**config.mk**
```make
export PLATFORM = sky130hd
export DESIGN_NAME = as_fetch_ctrl
export DESIGN_NICKNAME = d
export VERILOG_FILES = /design/src/rtl/as_pack.sv /design/src/rtl/as_fetch_ctrl.sv
export SDC_FILE = /design/constraint.sdc
export NUM_CORES = 1
export LEC_CHECK = 0
export CORE_MARGIN = 2
export CORE_UTILIZATION = 30
export CTS_BUF_LIST = sky130_fd_sc_hd__clkbuf_16
export DETAILED_ROUTE_END_ITERATION = 10
export PLACE_DENSITY_LB_ADDON = 0.12
export SLEW_MARGIN = 20
export SYNTH_ARGS = -nofsm -noshare
export SYNTH_HDL_FRONTEND = slang
export SYNTH_SLANG_ARGS = --single-unit
```
**constraint.sdc**
```tcl
create_clock -name clk_i -period 2.45 [get_ports clk_i]
set_input_delay 0.6125 -clock clk_i [delete_from_list [all_inputs] [get_ports clk_i]]
set_output_delay 0.6125 -clock clk_i [all_outputs]
set_load 0.03 [all_outputs]
```
**src/rtl/as_pack.sv**
```systemverilog
// Shared types and constants for the as_fetch_ctrl instruction-fetch sequencer.
package as_pack;
    localparam int IADDR_WIDTH = 32;
    localparam int INSTR_BYTES = 4;

    typedef enum logic [1:0] {
        IDLE,
        REQ,
        HOLD,
        KILL
    } fetch_state_t;

    typedef struct packed {
        logic [31:0]            instr;
        logic [IADDR_WIDTH-1:0] pc;
    } fetch_entry_t;

    function automatic logic [IADDR_WIDTH-1:0] pc_step(input logic [IADDR_WIDTH-1:0] pc);
        return pc + IADDR_WIDTH'(INSTR_BYTES);
    endfunction
endpackage

```
**src/rtl/as_fetch_ctrl.sv**
```systemverilog
// Fetch sequencer: owns the fetch PC, runs the imem req/ack handshake and buffers one
// instruction plus a skid entry toward decode. FETCH_MISALIGN_EN traps misaligned redirects.
module as_fetch_ctrl
    import as_pack::*;
#(
    parameter logic [IADDR_WIDTH-1:0] RESET_VEC = '0,
    parameter logic [IADDR_WIDTH-1:0] TRAP_VEC  = IADDR_WIDTH'('h100)
) (
    input  logic                   clk_i,
    input  logic                   rst_i,
    input  logic                   stall_i,
    input  logic                   redirect_i,
    input  logic [IADDR_WIDTH-1:0] redirect_pc_i,
    input  logic                   trap_i,
    output logic                   imem_req_o,
    output logic [IADDR_WIDTH-1:0] imem_addr_o,
    input  logic                   imem_ack_i,
    input  logic [31:0]            imem_rdata_i,
    output logic                   instr_valid_o,
    output logic [31:0]            instr_o,
    output logic [IADDR_WIDTH-1:0] instr_pc_o,
    output logic                   flush_o,
    output logic                   misalign_o
);
    fetch_state_t           state_reg, state_next;
    logic [IADDR_WIDTH-1:0] pc_reg, pc_next;
    logic [IADDR_WIDTH-1:0] kill_addr_reg, kill_addr_next;
    fetch_entry_t           buf_reg, buf_next;
    fetch_entry_t           skid_reg, skid_next;
    logic                   valid_reg, valid_next;
    logic                   skid_valid_reg, skid_valid_next;
    logic                   flush_reg, misalign_reg;

    logic                   change_flow, misalign_hit;
    logic [IADDR_WIDTH-1:0] redirect_target, flow_target;
    fetch_entry_t           fetched;

`ifdef FETCH_MISALIGN_EN
    assign misalign_hit    = redirect_i && !trap_i && (redirect_pc_i[1:0] != 2'b00);
    assign redirect_target = misalign_hit ? TRAP_VEC : redirect_pc_i;
`else
    // Without misalign detection the target is simply word-aligned.
    assign misalign_hit    = 1'b0;
    assign redirect_target = {redirect_pc_i[IADDR_WIDTH-1:2], redirect_pc_i[1:0] & 2'b00};
`endif

    assign change_flow   = trap_i || redirect_i;
    assign flow_target   = trap_i ? TRAP_VEC : redirect_target;
    assign fetched.instr = imem_rdata_i;
    assign fetched.pc    = pc_reg;

    // KILL keeps presenting the abandoned address so the open request stays stable until ack.
    assign imem_req_o    = (state_reg == REQ) || (state_reg == KILL);
    assign imem_addr_o   = (state_reg == KILL) ? kill_addr_reg : pc_reg;
    assign instr_valid_o = valid_reg;
    assign instr_o       = buf_reg.instr;
    assign instr_pc_o    = buf_reg.pc;
    assign flush_o       = flush_reg;
    assign misalign_o    = misalign_reg;

    always_comb begin
        state_next      = state_reg;
        pc_next         = pc_reg;
        kill_addr_next  = kill_addr_reg;
        buf_next        = buf_reg;
        skid_next       = skid_reg;
        valid_next      = valid_reg;
        skid_valid_next = skid_valid_reg;

        if (change_flow) begin
            pc_next         = flow_target;
            valid_next      = 1'b0;
            skid_valid_next = 1'b0;
            skid_next       = '0;
            case (state_reg)
                REQ: begin
                    if (!imem_ack_i) begin
                        state_next     = KILL;
                        kill_addr_next = pc_reg;
                    end else begin
                        state_next = REQ;
                    end
                end
                KILL:    state_next = imem_ack_i ? REQ : KILL;
                default: state_next = REQ;
            endcase
        end else begin
            if (valid_reg && !stall_i) begin
                valid_next = 1'b0;
            end
            case (state_reg)
                IDLE: state_next = REQ;
                REQ: begin
                    if (imem_ack_i) begin
                        pc_next = pc_step(pc_reg);
                        if (!valid_reg || !stall_i) begin
                            buf_next   = fetched;
                            valid_next = 1'b1;
                        end else begin
                            skid_next       = fetched;
                            skid_valid_next = 1'b1;
                            state_next      = HOLD;
                        end
                    end
                end
                HOLD: begin
                    // Decode takes the buffer this cycle, so the skid entry slides in behind it.
                    if (!stall_i) begin
                        buf_next        = skid_reg;
                        valid_next      = skid_valid_reg;
                        skid_next       = '0;
                        skid_valid_next = 1'b0;
                        state_next      = REQ;
                    end
                end
                KILL: begin
                    if (imem_ack_i) begin
                        state_next = REQ;
                    end
                end
                default: state_next = IDLE;
            endcase
        end
    end

    always_ff @(posedge clk_i) begin
        if (rst_i) begin
            state_reg      <= IDLE;
            pc_reg         <= RESET_VEC;
            kill_addr_reg  <= RESET_VEC;
            buf_reg        <= '0;
            skid_reg       <= '0;
            valid_reg      <= 1'b0;
            skid_valid_reg <= 1'b0;
            flush_reg      <= 1'b0;
            misalign_reg   <= 1'b0;
        end else begin
            state_reg      <= state_next;
            pc_reg         <= pc_next;
            kill_addr_reg  <= kill_addr_next;
            buf_reg        <= buf_next;
            skid_reg       <= skid_next;
            valid_reg      <= valid_next;
            skid_valid_reg <= skid_valid_next;
            flush_reg      <= change_flow;
            misalign_reg   <= misalign_hit;
        end
    end
endmodule

```
# Word level (Yosys, flattened, before mapping)
# Cells that the tools add are included.
[totals]
register_bits = 197
input_bits = 70
output_inout_bits = 100
wordCells = 71
[classes]
add_sub_neg = 1
n_eq_ne = 11
n_mux = 30
bitwise_logic = 2
reduce_logical = 17
[op_table]
columns = ["operator", "n"]
rows = [
  ["two-way mux 64 bit", 6],
  ["case mux 64 bit (2 select lines)", 2],
  ["two-way mux 32 bit", 5],
  ["adder 32 x 3 -> 32 bit, second input constant", 1],
  ["two-way mux 2 bit", 7],
  ["!= test 3 bit, second input constant", 4],
  ["case mux 2 bit (4 select lines)", 1],
  ["AND reduction 4 bit", 2],
  ["two-way mux 1 bit", 7],
  ["!= test 2 bit, second input constant", 3],
  ["nonzero test 2 bit", 3],
  ["AND reduction 5 bit", 1],
  ["== test 2 bit, second input constant", 2],
  ["case mux 1 bit (2 select lines)", 2],
  ["OR reduction 2 bit", 2],
  ["logical OR 1 bit", 3],
  ["AND reduction 3 bit", 1],
  ["== test 2 x 1 -> 1 bit, second input constant", 1],
  ["logical NOT 1 bit", 2],
  ["logical NOT 2 bit", 1],
  ["!= test 2 x 1 -> 1 bit, second input constant", 1],
  ["NOT 1 bit", 2],
  ["AND reduction 2 bit", 1],
  ["logical AND 1 bit", 1],
]

# Longest topological paths before layout
[depth]
ltp_word = 6
mapped_depth = 10
ltp_nobuf = 7

# Worst setup path after synthesis
# No wires, ideal clock.
[synth_path]
kind = "input to register"
start = "in trap_i"
end = "reg buf_reg, in the netlist instr_o[17]"
setup_ns = 0.146
t_arrival_ns = 1.998
required_ns = 2.304
setup_slack_ns = 0.306
cell_stages = 6
n_path_buf = 3
path_cell_list = "or2_1 > buf_2 > a2111oi_4 > buf_6 > buf_6 > a211oi_2"
[synth_via]
elab_chain_len = 3
[synth_lines]
columns = ["item", "line_no", "rtl"]
rows = [
  ["start: declaration", "as_fetch_ctrl.sv:14", "input logic trap_i,"],
  ["logical OR 1 bit", "as_fetch_ctrl.sv:47", "assign change_flow = trap_i || redirect_i;"],
  ["NOT 1 bit (no line)", "--", ""],
  ["AND reduction 5 bit (no line)", "--", ""],
  ["end signal: assignment", "as_fetch_ctrl.sv:141", "buf_reg <= buf_next;"],
  ["end: declaration", "as_fetch_ctrl.sv:28", "fetch_entry_t buf_reg, buf_next;"],
]
# Every way passes these cells.
# A chain may end at the register's enable or synchronous reset.

# Worst setup path in the final report
[layout_path]
start = "reg state_reg[1]"
end = "out imem_addr_o[20]"
[layout_via]
elab_chain_len = 2
[layout_lines]
columns = ["item", "line_no", "rtl"]
rows = [
  ["start: declaration", "as_fetch_ctrl.sv:25", "fetch_state_t state_reg, state_next;"],
  ["start signal: assignment", "as_fetch_ctrl.sv:138", "state_reg <= state_next;"],
  ["== test 2 bit", "as_fetch_ctrl.sv:54", "assign imem_addr_o = (state_reg == KILL) ? kill_addr_reg : pc_reg;"],
  ["two-way mux 32 bit", "as_fetch_ctrl.sv:54", ""],
  ["end: declaration", "as_fetch_ctrl.sv:16", "output logic [IADDR_WIDTH-1:0] imem_addr_o,"],
]
# Every way passes these cells.

==> flow_summary.rst <==
.. list-table::
   :header-rows: 1

   * - Metric
     - Value
   * - Outcome
     - complete, no violations
   * - Setup crit start kind
     - flop
   * - Wire length of the first global-routing pass
     - 42700 um
   * - Starting Density
     - around 30%
   * - Fraction of final layout cells with drive strength greater than 1
     - 17.89%
   * - Element type at the critical path end
     - output pin
   * - Max Clock Freq
     - around 420 MHz
   * - Number of vias in the routed layout
     - approximately 8k
   * - Clk pin slew, worst setup/hold paths
     - 70 ps
   * - Met2 Usage GRT
     - 27.16%
   * - Worst Path Required
     - 1840 ps
   * - Worst Setup Path Type
     - reg2out
   * - Pin count of the biggest net entering global routing
     - 58
   * - M1 GR Usage
     - 23.92%
   * - Cells on Worst Hold Path
     - 2
   * - Worst slew slack as a fraction of its limit
     - 54.87%
   * - Most used DFF post-synth
     - dfxtp_1
   * - Clk Latency, worst-skew pair
     - approximately 440 ps
   * - Yosys Warn Count
     - 0
   * - CTS tree
     - built
   * - Maximum ir drop on the vdd rail
     - 0.0004438 V
   * - Number of clock sinks
     - 191
   * - Async S/R FF share, synth
     - 0%
   * - Final setup violation count
     - 0
   * - DRC violations left
     - 0
   * - Internal power of the cells
     - ~5 mW
   * - Global route hottest layer
     - met2
   * - Max H-tree Level
     - 4
   * - Dpl ws
     - -68.49 ps
   * - Starting DRC count in detailed routing
     - around 520
   * - Placed instance area
     - 11290 um2
   * - Number of max-capacitance violations reported
     - 0
   * - Leakage power total
     - 3.957 nW
   * - Buffer depth of the longest clock path
     - 2
   * - Synthesized instance count
     - 1108
   * - Number of top-level pins
     - 170
   * - Die height
     - 177.5 um
   * - Relative area change from synthesis to final layout
     - 32.03%
   * - Setup repair after global routing missed its margin
     - false
   * - Cell at the root of the clock tree
     - clkbuf_16
   * - Final design area excluding fillers
     - 11920 um2
   * - Vias in the first global route
     - 7778
   * - GR Util All Layers
     - 17.26%
   * - Routed wire per std cell
     - 16.53 um
   * - Ratio of final minimum period to clock period
     - 97.75%
   * - Shortest period the worst path allows
     - 2395 ps
   * - Hold Violations, Final
     - 0
   * - Critical Path AT
     - 1780 ps
   * - Post-route setup slack
     - 55.02 ps
   * - Die area
     - 31500 um2
   * - Post-synth EDFFs
     - 0
   * - Number of antenna violations at the first check in global routing
     - 0
   * - Part of the power in the clock network
     - approximately 40%
   * - Tightest Hold Check Type
     - reg2reg
   * - Half-perimeter wire length of the detailed placement result
     - 18420 um
   * - Antenna cells
     - 0
   * - DR vias/cell
     - 4.924
   * - Total routed wirelength
     - 27330 um
   * - Fin Clk Skew
     - around 13 ps
   * - Placement Rows
     - 63
   * - Nets
     - about 1.3k
   * - Gp weighted congestion
     - between 0.8 and 0.9
   * - Synthesized area per cell
     - 8.147 um2
   * - Flip-flop count of the largest register, all copies and words added
     - 63
   * - Detail Route Antenna Nets
     - 0
   * - Setup fix buffers added after clock tree synthesis
     - 0
   * - Maximum fanout encountered on the critical timing path
     - 14
   * - Part of the Yosys area used for sequential elements
     - 42.36%
   * - Combinational share of power
     - between 10% and 20%
   * - Core footprint
     - 29640 um2
   * - Net switching power
     - around 2.1 mW
   * - Sequential power share
     - 45.0%
   * - Number of iterations in the first detailed-routing pass
     - 6
   * - TritonCTS Buffers
     - 17
   * - Number of max-slew violations in the final report
     - 0
   * - Met3 layer usage reported by global route
     - around 3.4%
   * - Grt total ovfl
     - 0
   * - Synthesis-stage register bit count
     - approximately 190
   * - Combined area of all synthesized cells
     - about 9000 um2
   * - Cells on worst reg2reg path
     - 6
   * - Fraction of power spent switching nets
     - 29.00%
   * - Die span in x
     - 177.5 um
   * - Areal power density over the cells
     - 604.1 nW/um2
   * - Port Buffer Count
     - 164
   * - Count of unique library cells instantiated by Yosys
     - 51
   * - Tightest Pin Transition
     - 676.9 ps
==> power groups by stage <==
stage | Clock, mW | Sequential [mW] | Combinational [mW]
2_1_floorplan | 0 | 3.42 | 0.515
3_3_place_gp | 0 | 3.31 | 1.09
3_5_place_dp | 0 | 3.31 | 1.10
4_1_cts | 2.96 | 3.24 | 1.10
5_1_grt | 3.07 | 3.25 | 1.18
6_report | 2.87 | 3.24 | 1.09
==> cell families (layout without fill, tap and decap cells) <==
| kind of cell | after synthesis | after routing | synth area share, % |
|---|---|---|---|
| XOR/XNOR | 6 | 6 | 0.5822 |
| AO/OA/AOI/OAI | 304 | 304 | 23.40 |
| multiplexers | 38 | 38 | 4.629 |
| other | 1 | 3 | 0.04154 |
| buffers and inverters | 110 | 263 | 5.863 |
| flip-flops | 191 | 191 | 42.36 |
| AND/OR/NAND/NOR | 454 | 454 | 22.58 |
| adder cells (fa/ha/maj) | 4 | 4 | 0.5544 |
==> cell usage after synthesis, types with 2 or more instances <==
library cell / n / area, um2
nand2_1: 220 / 825.8
dfxtp_1: 191 / 3824
a21oi_1: 182 / 910.9
nor2_1: 91 / 341.6
clkbuf_1: 75 / 281.5
a211oi_2: 62 / 775.7
nor2b_1: 62 / 387.9
mux2_2: 30 / 337.8
o21ai_0: 26 / 130.1
nor3_1: 24 / 120.1
a211oi_1: 13 / 97.59
nand4_1: 13 / 81.33
buf_6: 11 / 123.9
nand3_1: 11 / 55.05
buf_2: 8 / 40.04
mux2i_1: 8 / 80.08
nor4_1: 7 / 43.79
and2_1: 6 / 37.54
buf_4: 6 / 45.04
and4_1: 5 / 43.79
inv_1: 5 / 18.77
buf_1: 4 / 15.01
ha_1: 4 / 50.05
a32o_1: 3 / 30.03
or2_2: 3 / 18.77
xnor2_1: 3 / 26.28
xor2_1: 3 / 26.28
a221oi_1: 2 / 17.52
a31oi_1: 2 / 12.51
and3_1: 2 / 12.51
nand2b_1: 2 / 12.51
nand3b_1: 2 / 15.01
o221ai_1: 2 / 17.52
o31ai_1: 2 / 15.01
or3_1: 2 / 12.51
==> cells in the final DEF (no fill, tap or decap), types with 3 or more instances in the layout <==
| master | instances |
|---|---|
| nand2_1 | 220 |
| dfxtp_1 | 189 |
| a21oi_1 | 181 |
| clkdlybuf4s50_1 | 132 |
| nor2_1 | 91 |
| buf_4 | 72 |
| nor2b_1 | 62 |
| a211oi_2 | 62 |
| mux2_2 | 30 |
| o21ai_0 | 25 |
| nor3_1 | 24 |
| clkbuf_16 | 17 |
| buf_12 | 17 |
| nand4_1 | 13 |
| a211oi_1 | 13 |
| nand3_1 | 11 |
| mux2i_1 | 8 |
| nor4_1 | 7 |
| inv_1 | 6 |
| and2_1 | 6 |
| and4_1 | 5 |
| inv_6 | 4 |
| or2_2 | 3 |
| xor2_1 | 3 |
| xnor2_1 | 3 |
| a32o_1 | 3 |
| conb_1 | 3 |
| clkinv_8 | 3 |
| inv_8 | 3 |
| dlygate4sd2_1 | 3 |
==> per-layer routing <==
layer | wire [um] | vias to the layer above
li1 | - | 4089
met3 | 1293 | 24
met2 | 12290 | 203
met5 | 0 | -
met4 | 476 | 0
met1 | 13270 | 3823
==> cell type report <==
class                           instances  area, um2
Clock buffer                           17      425.4
Multi-Input combinational cell        809       4726
Timing Repair Buffer                  226       2258
Tap cell                              390      488.0
Clock inverter                         15      176.4
Inverter                                5      18.77
Sequential cell                       191       3826
Fill cell                            3030      17720
==> worst paths after layout <==
kind,start,end,slack (ps)
worst max register to register,pc_reg[2]$_SDFFE_PP0P_,pc_reg[26]$_SDFFE_PP0P_,260
worst max-delay path,state_reg[1]$_SDFFE_PP0P_,imem_addr_o[20],60
worst min register to register,skid_reg[49]$_SDFFE_PP0P_,skid_reg[49]$_SDFFE_PP0P_,450
worst min-delay path,skid_reg[49]$_SDFFE_PP0P_,skid_reg[49]$_SDFFE_PP0P_,450
==> worst max-delay path, stage by stage, from the launching register on <==
cell and delay, ps:
dfxtp_2 380, ha_4 220, buf_8 190, mux2_2 380, buf_4 180
==> per-stage QoR <==
stage	setup TNS [ps]	hold slack [ps]	power, mW	cells	util, %
finish	0	451.8	7.201	1653	40.21
global route	0	463.6	7.502	1653	40.21
CTS	0	453.6	7.301	1653	40.19
detailed placement	-2381	443.3	4.408	1621	38.10
global placement	-2771	438.1	4.405	1621	38.10
floorplan	0	432.2	3.938	1110	-
==> repair_timing <==
item | CTS | global route
endpoints found under the setup margin | 31 | 4
hold buffers | 0 | 0
gates resized for setup | 10 | 2
(Power assumes the default switching activity.)
